File: src/rtl/kronos_lsu_pipe_pkg.sv
// Shared types for the pipelined load/store unit: access size encoding,
// response tag layout and the alignment rules common to issue and writeback.
package kronos_lsu_pipe_pkg;

  typedef enum logic [1:0] {
    LSU_BYTE = 2'b00,
    LSU_HALF = 2'b01,
    LSU_WORD = 2'b10
  } lsu_size_t;

  typedef struct packed {
    logic      store;
    lsu_size_t size;
    logic      uns;
    logic [1:0] off;
    logic [4:0] rd;
    logic      vld;
  } lsu_tag_t;

  // Encoding 2'b11 is folded onto a word access.
  function automatic lsu_size_t decode_size(input logic [1:0] raw);
    case (raw)
      2'b00:   decode_size = LSU_BYTE;
      2'b01:   decode_size = LSU_HALF;
      default: decode_size = LSU_WORD;
    endcase
  endfunction

  function automatic logic is_misaligned(input lsu_size_t size, input logic [1:0] off);
    case (size)
      LSU_HALF: is_misaligned = off[0];
      LSU_WORD: is_misaligned = (off != 2'b00);
      default:  is_misaligned = 1'b0;
    endcase
  endfunction

endpackage

File: src/rtl/kronos_load_align.sv
// Combinational load data extractor: selects the addressed byte/half lane
// and sign- or zero-extends it to 32 bits.
module kronos_load_align
  import kronos_lsu_pipe_pkg::*;
(
  input  logic [31:0] i_rd_data,
  input  logic [1:0]  i_size,
  input  logic        i_unsigned,
  input  logic [1:0]  i_off,
  output logic [31:0] o_data
);

  logic [31:0] w_shift;

  assign w_shift = i_rd_data >> {i_off, 3'b000};

  always_comb begin
    o_data = i_rd_data;
    case (i_size)
      LSU_BYTE: o_data = {{24{w_shift[7] & ~i_unsigned}}, w_shift[7:0]};
      LSU_HALF: o_data = {{16{w_shift[15] & ~i_unsigned}}, w_shift[15:0]};
      default:  o_data = i_rd_data;
    endcase
  end

endmodule

File: src/rtl/kronos_lsu_pipe.sv
// Pipelined load/store unit: up to DEPTH outstanding bus transactions tracked
// by an in-order tag queue, with registered writeback and misalignment report.
module kronos_lsu_pipe
  import kronos_lsu_pipe_pkg::*;
#(
  parameter int DEPTH = 2
) (
  input  logic        clk,
  input  logic        rst,
  input  logic        req_vld,
  output logic        req_rdy,
  input  logic [31:0] req_addr,
  input  logic [31:0] req_wdata,
  input  logic        req_store,
  input  logic [1:0]  req_size,
  input  logic        req_unsigned,
  input  logic [4:0]  req_rd,
  output logic [31:0] data_addr,
  output logic [31:0] data_wr_data,
  output logic [3:0]  data_mask,
  output logic        data_wr_en,
  output logic        data_req,
  input  logic        data_gnt,
  input  logic        data_rvalid,
  input  logic [31:0] data_rd_data,
  output logic        regwr_en,
  output logic [4:0]  regwr_sel,
  output logic [31:0] regwr_data,
  output logic [31:0] pending_mask,
  output logic        exc_vld,
  output logic        exc_store,
  output logic [31:0] exc_addr,
  output logic        busy,
  output logic        err
);

  localparam int CW = $clog2(DEPTH + 1);
  localparam int PW = (DEPTH > 1) ? $clog2(DEPTH) : 1;
  localparam logic [PW-1:0] LAST_PTR = PW'(DEPTH - 1);
  localparam logic [CW-1:0] FULL_CNT = CW'(DEPTH);

  logic [CW-1:0] r_count;
  logic [PW-1:0] r_rd_ptr;
  logic [PW-1:0] r_wr_ptr;
  lsu_tag_t      r_tags [DEPTH];

  logic          r_regwr_en;
  logic [4:0]    r_regwr_sel;
  logic [31:0]   r_regwr_data;
  logic          r_exc_vld;
  logic          r_exc_store;
  logic [31:0]   r_exc_addr;
  logic          r_err;

  lsu_size_t     w_size;
  logic          w_mis;
  logic          w_space;
  logic          w_push;
  logic          w_pop;
  logic          w_wb;
  lsu_tag_t      w_head;
  lsu_tag_t      w_new_tag;
  logic [31:0]   w_align;
  logic [31:0]   w_entry_mask [DEPTH];

  function automatic logic [PW-1:0] ptr_inc(input logic [PW-1:0] p);
    ptr_inc = (p == LAST_PTR) ? '0 : p + 1'b1;
  endfunction

  assign w_size  = decode_size(req_size);
  assign w_mis   = is_misaligned(w_size, req_addr[1:0]);
  // A response arriving this cycle frees a slot for a new issue.
  assign w_space = (r_count < FULL_CNT) || data_rvalid;

  assign data_req = req_vld && !w_mis && w_space;
  assign w_push   = data_req && data_gnt;
  assign req_rdy  = w_push || (req_vld && w_mis);
  assign w_pop    = data_rvalid && (r_count != '0);

  assign data_addr  = {req_addr[31:2], 2'b00};
  assign data_wr_en = req_store;

  always_comb begin
    data_mask    = 4'b1111;
    data_wr_data = req_wdata;
    case (w_size)
      LSU_BYTE: begin
        data_mask    = 4'b0001 << req_addr[1:0];
        data_wr_data = {4{req_wdata[7:0]}};
      end
      LSU_HALF: begin
        data_mask    = 4'b0011 << req_addr[1:0];
        data_wr_data = {2{req_wdata[15:0]}};
      end
      default: begin
        data_mask    = 4'b1111;
        data_wr_data = req_wdata;
      end
    endcase
  end

  always_comb begin
    w_new_tag       = '0;
    w_new_tag.store = req_store;
    w_new_tag.size  = w_size;
    w_new_tag.uns   = req_unsigned;
    w_new_tag.off   = req_addr[1:0];
    w_new_tag.rd    = req_rd;
    w_new_tag.vld   = 1'b1;
  end

  assign w_head = r_tags[r_rd_ptr];
  assign w_wb   = w_pop && !w_head.store && (w_head.rd != 5'd0);

  kronos_load_align u_align (
    .i_rd_data  (data_rd_data),
    .i_size     (w_head.size),
    .i_unsigned (w_head.uns),
    .i_off      (w_head.off),
    .o_data     (w_align)
  );

  always_ff @(posedge clk) begin
    if (rst) begin
      r_count      <= '0;
      r_rd_ptr     <= '0;
      r_wr_ptr     <= '0;
      for (int i = 0; i < DEPTH; i++) r_tags[i] <= '0;
      r_regwr_en   <= 1'b0;
      r_regwr_sel  <= 5'd0;
      r_regwr_data <= 32'd0;
      r_exc_vld    <= 1'b0;
      r_exc_store  <= 1'b0;
      r_exc_addr   <= 32'd0;
      r_err        <= 1'b0;
    end else begin
      if (w_push && !w_pop) r_count <= r_count + 1'b1;
      else if (w_pop && !w_push) r_count <= r_count - 1'b1;

      // Push follows pop so a full-queue refill of the same slot stays valid.
      if (w_pop) begin
        r_tags[r_rd_ptr].vld <= 1'b0;
        r_rd_ptr             <= ptr_inc(r_rd_ptr);
      end
      if (w_push) begin
        r_tags[r_wr_ptr] <= w_new_tag;
        r_wr_ptr         <= ptr_inc(r_wr_ptr);
      end

      r_regwr_en <= w_wb;
      if (w_wb) begin
        r_regwr_sel  <= w_head.rd;
        r_regwr_data <= w_align;
      end

      r_exc_vld <= req_vld && w_mis;
      if (req_vld && w_mis) begin
        r_exc_store <= req_store;
        r_exc_addr  <= req_addr;
      end

      if (data_rvalid && (r_count == '0)) r_err <= 1'b1;
    end
  end

  generate
    for (genvar gi = 0; gi < DEPTH; gi++) begin : g_pend
      assign w_entry_mask[gi] =
        (r_tags[gi].vld && !r_tags[gi].store && (r_tags[gi].rd != 5'd0))
          ? (32'd1 << r_tags[gi].rd) : 32'd0;
    end
  endgenerate

  always_comb begin
    pending_mask = r_regwr_en ? (32'd1 << r_regwr_sel) : 32'd0;
    for (int i = 0; i < DEPTH; i++) pending_mask = pending_mask | w_entry_mask[i];
  end

  assign busy       = (r_count != '0) || r_regwr_en;
  assign regwr_en   = r_regwr_en;
  assign regwr_sel  = r_regwr_sel;
  assign regwr_data = r_regwr_data;
  assign exc_vld    = r_exc_vld;
  assign exc_store  = r_exc_store;
  assign exc_addr   = r_exc_addr;
  assign err        = r_err;

endmodule

File: config.mk
export PLATFORM = sky130hd
export DESIGN_NAME = kronos_lsu_pipe
export DESIGN_NICKNAME = d
export VERILOG_FILES = /design/src/rtl/kronos_lsu_pipe_pkg.sv /design/src/rtl/kronos_load_align.sv /design/src/rtl/kronos_lsu_pipe.sv
export SDC_FILE = /design/constraint.sdc
export NUM_CORES = 1
export LEC_CHECK = 0
export ABC_AREA = 1
export CAP_MARGIN = 20
export CORE_ASPECT_RATIO = 0.75
export CORE_UTILIZATION = 38
export DETAILED_ROUTE_END_ITERATION = 10
export PLACE_DENSITY = 0.8
export SLEW_MARGIN = 20
export SYNTH_ARGS = -nofsm -noshare
export SYNTH_HDL_FRONTEND = slang
export SYNTH_SLANG_ARGS = --single-unit
File: constraint.sdc
create_clock -name clk -period 4.6 [get_ports clk]
set_clock_uncertainty 0.1 [all_clocks]
set_input_delay 1.38 -clock clk [delete_from_list [all_inputs] [get_ports clk]]
set_output_delay 1.38 -clock clk [all_outputs]
set_load 0.02 [all_outputs]
==> run_results.csv, run 1 <==
group,metric,value,unit
outcome,status,"finished clean",
worst_setup_path,reg2reg_depth,8,
place,post-place-ws,-0.160,ns
detailed_routing,route.detailed.drc,0,
power_and_ir_drop,internal-power,1890,uW
power_and_ir_drop,clockPowerShare,28.2,%
place,place_inst,1416,
logic_synthesis,ys_ff_latch,102,
sta,rsz0062_at_grt,"no",
logic_synthesis,synth_cell_types,34,
place,port_buffers,284,
clocking,clkLatencyLatePin,0.34,ns
run,max-cap-violations,0,
power_and_ir_drop,power.density,308,nW/um^2
detailed_routing,wl_met2,9830,um
detailed_routing,vias_per_cell,5.13,
hold_path,hold_start,"regwr_data[5]",
sta,fmax,0.222,GHz
grt,antenna_found_initial,0,
place,place_congestion,0.964,
logic_synthesis,syn_area,6350,um^2
power_and_ir_drop,seqPwrFrac,37.0,%
worst_setup_path,cp.arrival,3.02,ns
worst_setup_path,worstPathRequired,3.12,ns
grt,grt_pass1_vias,6750,
die,core_area,16200,um^2
detailed_routing,avgRoutedWirePerCell,15.7,um
detailed_routing,met3WireLength,2420,um
logic_synthesis,synthMuxAreaShare,0,%
logic_synthesis,synth_edf_count,22,
hold_path,holdPathEnd,"regwr_data[5]",
die,die_height,114,um
clocking,root_buffer,"clkbuf_16",
grt,grt_util_all_layers,25.8,%
logic_synthesis,yosysSeqAreaShare,35.6,%
sta,worst_slack,0.102,ns
hold_path,hold_class,"reg2reg",
clocking,clock-sinks,102,
worst_setup_path,crit_fanout,16,
worst_setup_path,crit_type,"in2out",
worst_setup_path,cpPeakStageDelay,0.65,ns
die,die-area,17200,um^2
logic_synthesis,syn_area_per_cell,6.41,um^2
final_layout,diodes,0,
clocking,cts_max_level,3,
power_and_ir_drop,peakVddDrop,0.000217,V
logic_synthesis,synth_compound_area_share,11.6,%
final_layout,drive_above_1_share,6.06,%
detailed_routing,vias,7349,
final_layout,utilization,58.1,%
detailed_routing,routed_wl,22500,um
detailed_routing,top_layer,"met4",
logic_synthesis,synth.most_common_cell,"nand2_1",
detailed_routing,drt_iter0_drc,652,
worst_setup_path,cp_top_family,"buffers and inverters",
power_and_ir_drop,total_leakage_power,0.00393,uW
sta,slew_headroom,51.1,%
detailed_routing,wl_met1,9810,um
die,start_util,39.3,%
worst_setup_path,crit_chain,"clkdlybuf4s50_1 -> buf_4 -> buf_4 -> nand2_1 -> nand2_1 -> clkdlybuf4s50_1",
power_and_ir_drop,switching_power,1010,uW
die,dieWidth,151,um
worst_setup_path,r2r_slack,1.67,ns
die,io-pin-count,287,
power_and_ir_drop,swShare,34.9,%
sta,slew_violations,0,
sta,fin_crit,4.50,ns
logic_synthesis,synth_cells,991,
logic_synthesis,synth_top_area_share,25.2,%
grt,grt_max_degree,37,
logic_synthesis,ys_top_cells_by_count,"nand2_1, nor2_1, nand3_1, dfxtp_1, o21ai_0",
clocking,cts_buffer_depth,2,
logic_synthesis,synth_ff_type,"dfxtp_1",
hold_path,hold_depth,2,
sta,worst_pin_slew,0.732,ns
detailed_routing,ant_nets,0,
worst_setup_path,end_kind,"output pin",
logic_synthesis,ys_top_cells_by_area,"dfxtp_1, nand2_1, nor2_1, edfxtp_1, nand3_1",
final_layout,ff_latch_area,2260,um^2
power_and_ir_drop,p_total,2900,uW
power_and_ir_drop,power_frac_comb,34.8,%
die,rows,40,
worst_setup_path,cp_slowest_cell,"clkdlybuf4s50_1",
final_layout,areaGrowthSynthToFinish,47.9,%
final_layout,multi_input_area,3270,um^2
detailed_routing,drt_pre_antenna_iters,7,
clocking,clkTransAtPathRegs,0.07,ns
final_layout,nNetsFinal,1328,
final_layout,layoutNonFillerInstCount,1432,
logic_synthesis,ys.warnings.count,0,
worst_setup_path,start_kind,"primary input",
grt,grt_overflow,0,
place,hpwl,17000,um
clocking,cts_buffers,9,
logic_synthesis,synth.largest_area_cell,"dfxtp_1",
logic_synthesis,yosys.area_share.simple,39.4,%
sta,hold_viol,0,
clocking,cts-hold-fix-buffers,0,
grt,grt_pass1_wl,34900,um
worst_setup_path,r2r-end,"regwr_data[17]",
logic_synthesis,yosys.area_share.adder,0.197,%
logic_synthesis,synth_top_family_by_area,"simple AND/OR/NAND/NOR gates",
logic_synthesis,async_reset_ff_share,0,%
logic_synthesis,synth_xor_area_share,0,%
worst_setup_path,path_buf_inv,4,
clocking,cts_tree,"yes",
sta,fin_tns_setup,0,ns
sta,setup_viol,0,
final_layout,layout.filler_cells,1565,
sta,fin_crit_sh,97.8,%
## area by class of cell
type / count / share of cell area [%]
inverter: 60 / 2.45
clock inverter: 6 / 0.773
timing repair buffer: 311 / 32.5
multi-input combinational: 733 / 34.8
tap: 210 / 2.80
sequential: 102 / 24.1
clock buffer: 10 / 2.66
## timing repair
| item | CTS | global route |
|---|---|---|
| cloned | 0 | 0 |
| setup buffers | 0 | 0 |
| resized for setup | 18 | 6 |
| endpoints found under the setup margin | 13 | 13 |
## how the worst max path moves through the flow
stage / startpoint / endpoint / slack (ns) / depth (start not counted)
CTS: req_size[1] / req_rdy / 0.004 / 8
detailed placement: req_size[0] / data_wr_data[27] / -0.16 / 6
global placement: req_size[0] / data_wr_data[26] / -0.15 / 6
floorplan: req_size[1] / data_wr_data[10] / 0.65 / 4
finish: req_size[1] / data_wr_data[16] / 0.10 / 6
global route: req_size[1] / data_wr_data[16] / 0.01 / 6
## registers in the layout, summed over array words and instances, names as in the netlist, 2 cells and up, named ones only
name / cells
r_count: 2
exc_addr: 32
regwr_data: 32
r_tags: 24
regwr_sel: 5
## power by group through the flow
stage	logic [uW]	clock network, uW	registers [uW]
after detailed placement	1010	0	1090
final	1010	818	1070
after global routing	1100	870	1080
after floorplan	533	0	1150
after global placement	999	0	1090
after CTS	1000	833	1070
## cells by family (layout without fill, tap and decap cells)
family / Yosys count / in the layout
other: 1 / 2
AND/OR/NAND/NOR: 597 / 597
flip-flops: 102 / 102
buffers and inverters: 157 / 387
adder cells (fa/ha/maj): 1 / 1
AO/OA/AOI/OAI: 133 / 133
## per-stage QoR
step,hold WS (ns),cell area (um^2)
floorplan,0.348,6350
global placement,0.356,9070
detailed placement,0.364,9070
CTS,0.375,9380
global route,0.394,9390
finish,0.372,9390
## layout by cell type, fill, tap and decap left out, types with 4 or more instances in the layout
cell,count
nand2_1,250
edfxtp_1,22
dlygate4sd2_1,16
or2_2,8
clkbuf_16,10
a21oi_1,25
nor2_1,185
clkdlybuf4s50_1,263
dfxtp_1,80
a21oi_2,4
buf_4,26
o21ai_1,14
dlymetal6s2s_1,5
o21ai_0,69
inv_1,52
nand2_2,5
o211ai_1,15
nand3_1,131
nor4_1,7
## metal layers
layer  vias to the layer above  track usage [%]
li1                       3628                -
met1                      3327             35.3
met2                       356             38.8
met3                        38             8.80
met4                         0             6.00
met5                         -                0
## tightest hold or removal path: stages (launching register included)
cell and delay, ns:
dfxtp_1 0.32, nand2_1 0.06, a21oi_1 0.05
Power figures use the tool's default switching activity.
==> run 2, diff against run 1 <==
PLACE_DENSITY = 0.77   (was 0.8)
==> run 2 against run 1 <==
  * Fmax fell by 0.85%
  * Worst setup slack got worse by 0.038 ns
  * Critical path depth rose by 1
  * Clock power fell by 11%
  * Core utilization fell by 0.31 points
  * Non-clock buffer count fell by 1
  * Critical endpoint is now data_wr_data[21]
  * Largest cell class unchanged
==> run_results.csv, run 2 (synthesis results as in run 1) <==
group,metric,value,unit
worst_setup_path,r2r-end,"regwr_data[11]",
clocking,clkLatencyLatePin,0.35,ns
sta,worst_slack,0.0635,ns
worst_setup_path,crit_type,"in2out",
outcome,status,"finished clean",
sta,worst_pin_slew,0.715,ns
place,hpwl,16600,um
die,rows,40,
clocking,clkTransAtPathRegs,0.07,ns
place,port_buffers,284,
clocking,cts_buffer_depth,2,
place,place_congestion,0.951,
run,max-cap-violations,0,
final_layout,layoutNonFillerInstCount,1431,
grt,grt_pass1_vias,6889,
detailed_routing,avgRoutedWirePerCell,15.4,um
clocking,cts_max_level,3,
detailed_routing,route.detailed.drc,0,
sta,slew_violations,0,
clocking,cts-hold-fix-buffers,0,
power_and_ir_drop,total_leakage_power,0.00394,uW
worst_setup_path,startpoint,"req_size[1]",
worst_setup_path,r2r_slack,1.71,ns
sta,fin_crit_sh,98.6,%
sta,setup_viol,0,
grt,grt_util_all_layers,25.4,%
clocking,cts_buffers,9,
worst_setup_path,cp.depth,7,
die,die_height,114,um
power_and_ir_drop,power.density,299,nW/um^2
final_layout,diodes,0,
clocking,root_buffer,"clkbuf_16",
detailed_routing,ant_nets,0,
grt,antenna_found_initial,0,
grt,grt_pass1_wl,34600,um
power_and_ir_drop,peakVddDrop,0.000169,V
final_layout,nNetsFinal,1327,
die,die-area,17200,um^2
clocking,postCtsSetupRepairBufs,0,
worst_setup_path,path_buf_inv,5,
die,start_util,39.3,%
worst_setup_path,reg2reg_depth,8,
detailed_routing,vias,7328,
die,core_area,16200,um^2
place,post-place-ws,-0.183,ns
worst_setup_path,start_kind,"primary input",
detailed_routing,drt_pre_antenna_iters,6,
final_layout,drive_above_1_share,5.98,%
worst_setup_path,cp_top_family,"buffers and inverters",
detailed_routing,routed_wl,22100,um
sta,fin_crit,4.54,ns
worst_setup_path,crit_fanout,9,
die,io-pin-count,287,
worst_setup_path,cp.arrival,3.06,ns
sta,rsz0062_at_grt,"no",
worst_setup_path,crit_chain,"clkdlybuf4s50_1 -> buf_4 -> inv_1 -> buf_4 -> nand2_1 -> nand2_1 -> clkdlybuf4s50_1",
sta,fmax,0.220,GHz
worst_setup_path,cp_slowest_cell,"clkdlybuf4s50_1",
clocking,cts_tree,"yes",
worst_setup_path,endpoint,"data_wr_data[21]",
sta,hold_viol,0,
hold_path,hold_class,"reg2reg",
final_layout,layout_common_cells,"clkdlybuf4s50_1, nand2_1, nor2_1",
final_layout,areaGrowthSynthToFinish,47.2,%
place,place_inst,1415,
final_layout,mostFrequentLayoutCell,"clkdlybuf4s50_1",
grt,grt_max_degree,61,
worst_setup_path,worstPathRequired,3.12,ns
clocking,clock-sinks,102,
detailed_routing,vias_per_cell,5.12,
die,dieWidth,151,um
sta,slew_headroom,52.0,%
worst_setup_path,end_kind,"output pin",
grt,grt_overflow,0,
detailed_routing,drt_iter0_drc,547,
worst_setup_path,cpPeakStageDelay,0.64,ns
-- run 2: cell type report --
class	count	area, um^2
timing repair buffer	310	3050
clock inverter	7	56.3
multi-input combinational	733	3270
sequential	102	2260
inverter	60	226
clock buffer	9	225
tap	210	263
fill	1527	6820
-- run 2: what timing repair did --
action	in CTS	in global routing
gates cloned	0	0
resized for setup	11	11
pin swaps	0	0
setup endpoints to repair	10	11
endpoints found under the hold margin	0	0
-- run 2: stage by stage --
stage | hold WS (ns) | power, uW | utilization, % | setup TNS [ns] | cell area (um^2)
floorplan | 0.348 | 1680 | - | 0 | 6350
global placement | 0.356 | 2090 | 56.0 | -1.12 | 9050
detailed placement | 0.358 | 2090 | 56.0 | -1.28 | 9050
CTS | 0.368 | 2820 | 57.7 | 0 | 9320
global route | 0.385 | 2960 | 57.8 | 0 | 9340
finish | 0.366 | 2800 | 57.8 | 0 | 9340
-- run 2: report_power, final --
part	total [uW]	internal, uW	switching, uW	leakage (uW)
logic	999	423	575	0.00292
clock network	726	374	352	0.000138
registers	1070	1000	72.4	0.000884
total	2800	1800	999	0.00394
-- run 2: worst reg2reg max path: cells and delay by family, from the launching register on --
family / cells / cell delay [ns]
DFF: 1 / 0.75
and+or+nand+nor: 8 / 1.98
-- run 2: how the worst min path moves through the flow --
stage / startpoint / end / slack, ns / cells past startpoint
6_report: regwr_data[4] / regwr_data[4] / 0.37 / 2
5_1_grt: regwr_data[6] / regwr_data[6] / 0.38 / 2
4_1_cts: regwr_data[4] / regwr_data[4] / 0.37 / 2
3_5_place_dp: regwr_data[4] / regwr_data[4] / 0.36 / 2
3_3_place_gp: regwr_data[4] / regwr_data[4] / 0.36 / 2
2_1_floorplan: r_tags[0][0] / r_tags[0][0] / 0.35 / 2
-- run 2: layer usage --
metal,wire [um],vias up,global-route usage [%],share of wire [%]
met5,0,-,0,0
met4,471,0,7.93,2.1
met3,2530,41,8.08,11
met2,9430,399,37.5,43
met1,9670,3262,35.0,44
li1,-,3626,-,-
==> patch, RTL diff (config.mk and constraints of run 2) <==
Set the parameter `DEPTH` to 1 (it was 2).
--- a/src/rtl/kronos_lsu_pipe.sv
+++ b/src/rtl/kronos_lsu_pipe.sv
@@ -4,5 +4,5 @@
   import kronos_lsu_pipe_pkg::*;
 #(
-  parameter int DEPTH = 2
+  parameter int DEPTH = 1
 ) (
   input  logic        clk,
Behaviour: not the same (a bounded check fails within 4 cycles, from zero or initial values and one cycle with rst high).
==> patch against run 2 <==
Critical path depth is 1 lower. Maximum frequency up 0.58%. Routed wire length decreased by 14%. Design area down 7.7%. Sequential share of layout area is 3.0 points lower. Total power shrank 19%. Setup slack improved by 0.026 ns. Combinational power shrank 31%. Synthesized area fell by 11%. Clock power decreased by 0.8%. Sequential cell count decreased by 16. Synthesized cell count fell by 10%. Largest cell class is now non-clock buffers.
==> patch: results (changes against run 2) <==
- The cell area after placement was 8300 um^2 (was 9050 um^2).
- First-pass GRT wire length: 28800 um (was 34600 um)
* Status: finished, final reports clean (unchanged)
- The post-layout net count is 1226 (was 1327).
* Starting DRC count in detailed routing: 533 (was 547)
* DR WL/cell: 14.4 um (was 15.4 um)
- Vias/cell: 4.88 (was 5.12)
- Final Hold Slack: 0.353 ns (was 0.366 ns)
- The top fanout value on the critical path is 22 (was 9).
* Met2 WL post-DR: 8970 um (was 9430 um)
- Startpoint of the tightest hold check path: exc_addr[0] (was regwr_data[4])
- Largest cells by area after synthesis: sky130_fd_sc_hd__dfxtp_1 27%, sky130_fd_sc_hd__nand2_1 15%, sky130_fd_sc_hd__nor2_1 9.1%, sky130_fd_sc_hd__inv_1 6.3%, sky130_fd_sc_hd__buf_4 5.9% (was sky130_fd_sc_hd__dfxtp_1 25%, sky130_fd_sc_hd__nand2_1 15%, sky130_fd_sc_hd__nor2_1 11%, sky130_fd_sc_hd__edfxtp_1 10%, sky130_fd_sc_hd__nand3_1 10%)
- List of most frequent post-synthesis cells: 230 x sky130_fd_sc_hd__nand2_1, 137 x sky130_fd_sc_hd__nor2_1, 94 x sky130_fd_sc_hd__inv_1, 75 x sky130_fd_sc_hd__dfxtp_1, 55 x sky130_fd_sc_hd__nand3_1 (was 250 x sky130_fd_sc_hd__nand2_1, 186 x sky130_fd_sc_hd__nor2_1, 131 x sky130_fd_sc_hd__nand3_1, 80 x sky130_fd_sc_hd__dfxtp_1, 69 x sky130_fd_sc_hd__o21ai_0)
* Worst Reg2Reg Path Length in Cells: 10 (was 8)
* Placed instance count: 1304 (was 1415)
- The critical register-to-register path endpoint was regwr_data[29] (was regwr_data[11]).
- Detailed Routing Iterations Pass 1: 5 (was 6)
- The slew of the pin with the lowest slew margin was 0.971 ns (was 0.715 ns).
- The global-route usage over all layers came to 0.239 (was 0.254).
- The clock latency on the worst-skew pair is 0.33 ns (was 0.35 ns).
- Met1 WL: 8280 um (was 9670 um)
- The worst-case hold path end point was exc_addr[0] (was regwr_data[4]).
- Number of global-route vias before repair: 5715 (was 6889)
* Maximum VDD drop: 183 uV (was 169 uV)
- Share of layout cells above drive strength 1: 0.0545 (was 0.0598)
* Worst setup slack for register-to-register paths: 2.03 ns (was 1.71 ns)
- The clock period minus final worst setup slack came to 4.51 ns (was 4.54 ns).
* Met3 WL post-DR: 1540 um (was 2530 um)
* Number of fill cells: 1405 (was 1527)
- Post-Syn Area per Cell: 6.32 um^2 (was 6.41 um^2)
[patch: changes by cell type after synthesis, moves of 22 or more]
cell                              run 2  this run
sky130_fd_sc_hd__o22ai_1              0        24
sky130_fd_sc_hd__o21ai_0             69        28
sky130_fd_sc_hd__nand3_1            131        55
sky130_fd_sc_hd__inv_1               54        94
sky130_fd_sc_hd__nand3b_1             0        30
sky130_fd_sc_hd__a21oi_1             25        47
sky130_fd_sc_hd__nor2_1             186       137
[patch: area by class of cell]
| class | instances | area share |
|---|---|---|
| multi-input cells | 606 | 0.323 |
| clock inverters | 6 | 0.00725 |
| repair buffers | 310 | 0.357 |
| clock buffers | 10 | 0.0265 |
| inverters | 102 | 0.0444 |
| flip-flops and latches | 86 | 0.212 |
| diodes | 1 | 0.000290 |
| well taps | 200 | 0.0290 |
[patch: how the worst max path moves through the flow]
stage	startpoint	endpoint
after floorplan	req_size[1]	data_req
after global placement	req_size[0]	data_wr_data[25]
after detailed placement	req_size[0]	data_wr_data[25]
after CTS	req_size[1]	data_mask[3]
after global routing	req_size[1]	data_wr_data[11]
final	req_size[1]	data_wr_data[11]
[patch: cell families (layout without fill, tap and decap cells)]
kind of cell             Yosys count  count (layout)  share of synthesized area
AND/OR/NAND/NOR                  484             484                      0.374
buffers and inverters            198             428                      0.179
AO/OA/AOI/OAI                    118             118                      0.117
flip-flops                        86              86                      0.326
adder cells (fa/ha/maj)            1               1                    0.00223
other                              1               3                   0.000667
XOR/XNOR                           1               1                    0.00156
[patch: repair_timing]
item,CTS,global route
setup endpoints to repair,5,15
gates cloned,0,0
gates resized for setup,5,15
[patch: worst max-delay path, stage by stage]
cell	delay, ns
sky130_fd_sc_hd__clkdlybuf4s50_1	0.45
sky130_fd_sc_hd__buf_4	0.15
sky130_fd_sc_hd__buf_4	0.24
sky130_fd_sc_hd__o21ai_0	0.11
sky130_fd_sc_hd__nand2_1	0.07
sky130_fd_sc_hd__clkdlybuf4s50_1	0.61
[patch: metal layers]
| layer | track usage | up-vias |
|---|---|---|
| li1 | - | 3228 |
| met1 | 0.312 | 2920 |
| met2 | 0.400 | 278 |
| met3 | 0.0516 | 18 |
| met4 | 0.0607 | 0 |
| met5 | 0 | - |
[patch: where the power goes]
group / leakage (nW) / switching (mW) / internal, mW / total [mW]
clock: 0.138 / 0.300 / 0.419 / 0.720
sequential: 0.728 / 0.0422 / 0.812 / 0.854
combinational: 3.08 / 0.371 / 0.316 / 0.688
total: 3.94 / 0.713 / 1.55 / 2.26
[patch: per-stage QoR]
stage | setup slack [ns] | total power [mW]
floorplan | 0.557 | 1.25
global placement | -0.0534 | 1.55
detailed placement | -0.100 | 1.56
CTS | 0.00231 | 2.28
global route | 0.0106 | 2.38
finish | 0.0894 | 2.26
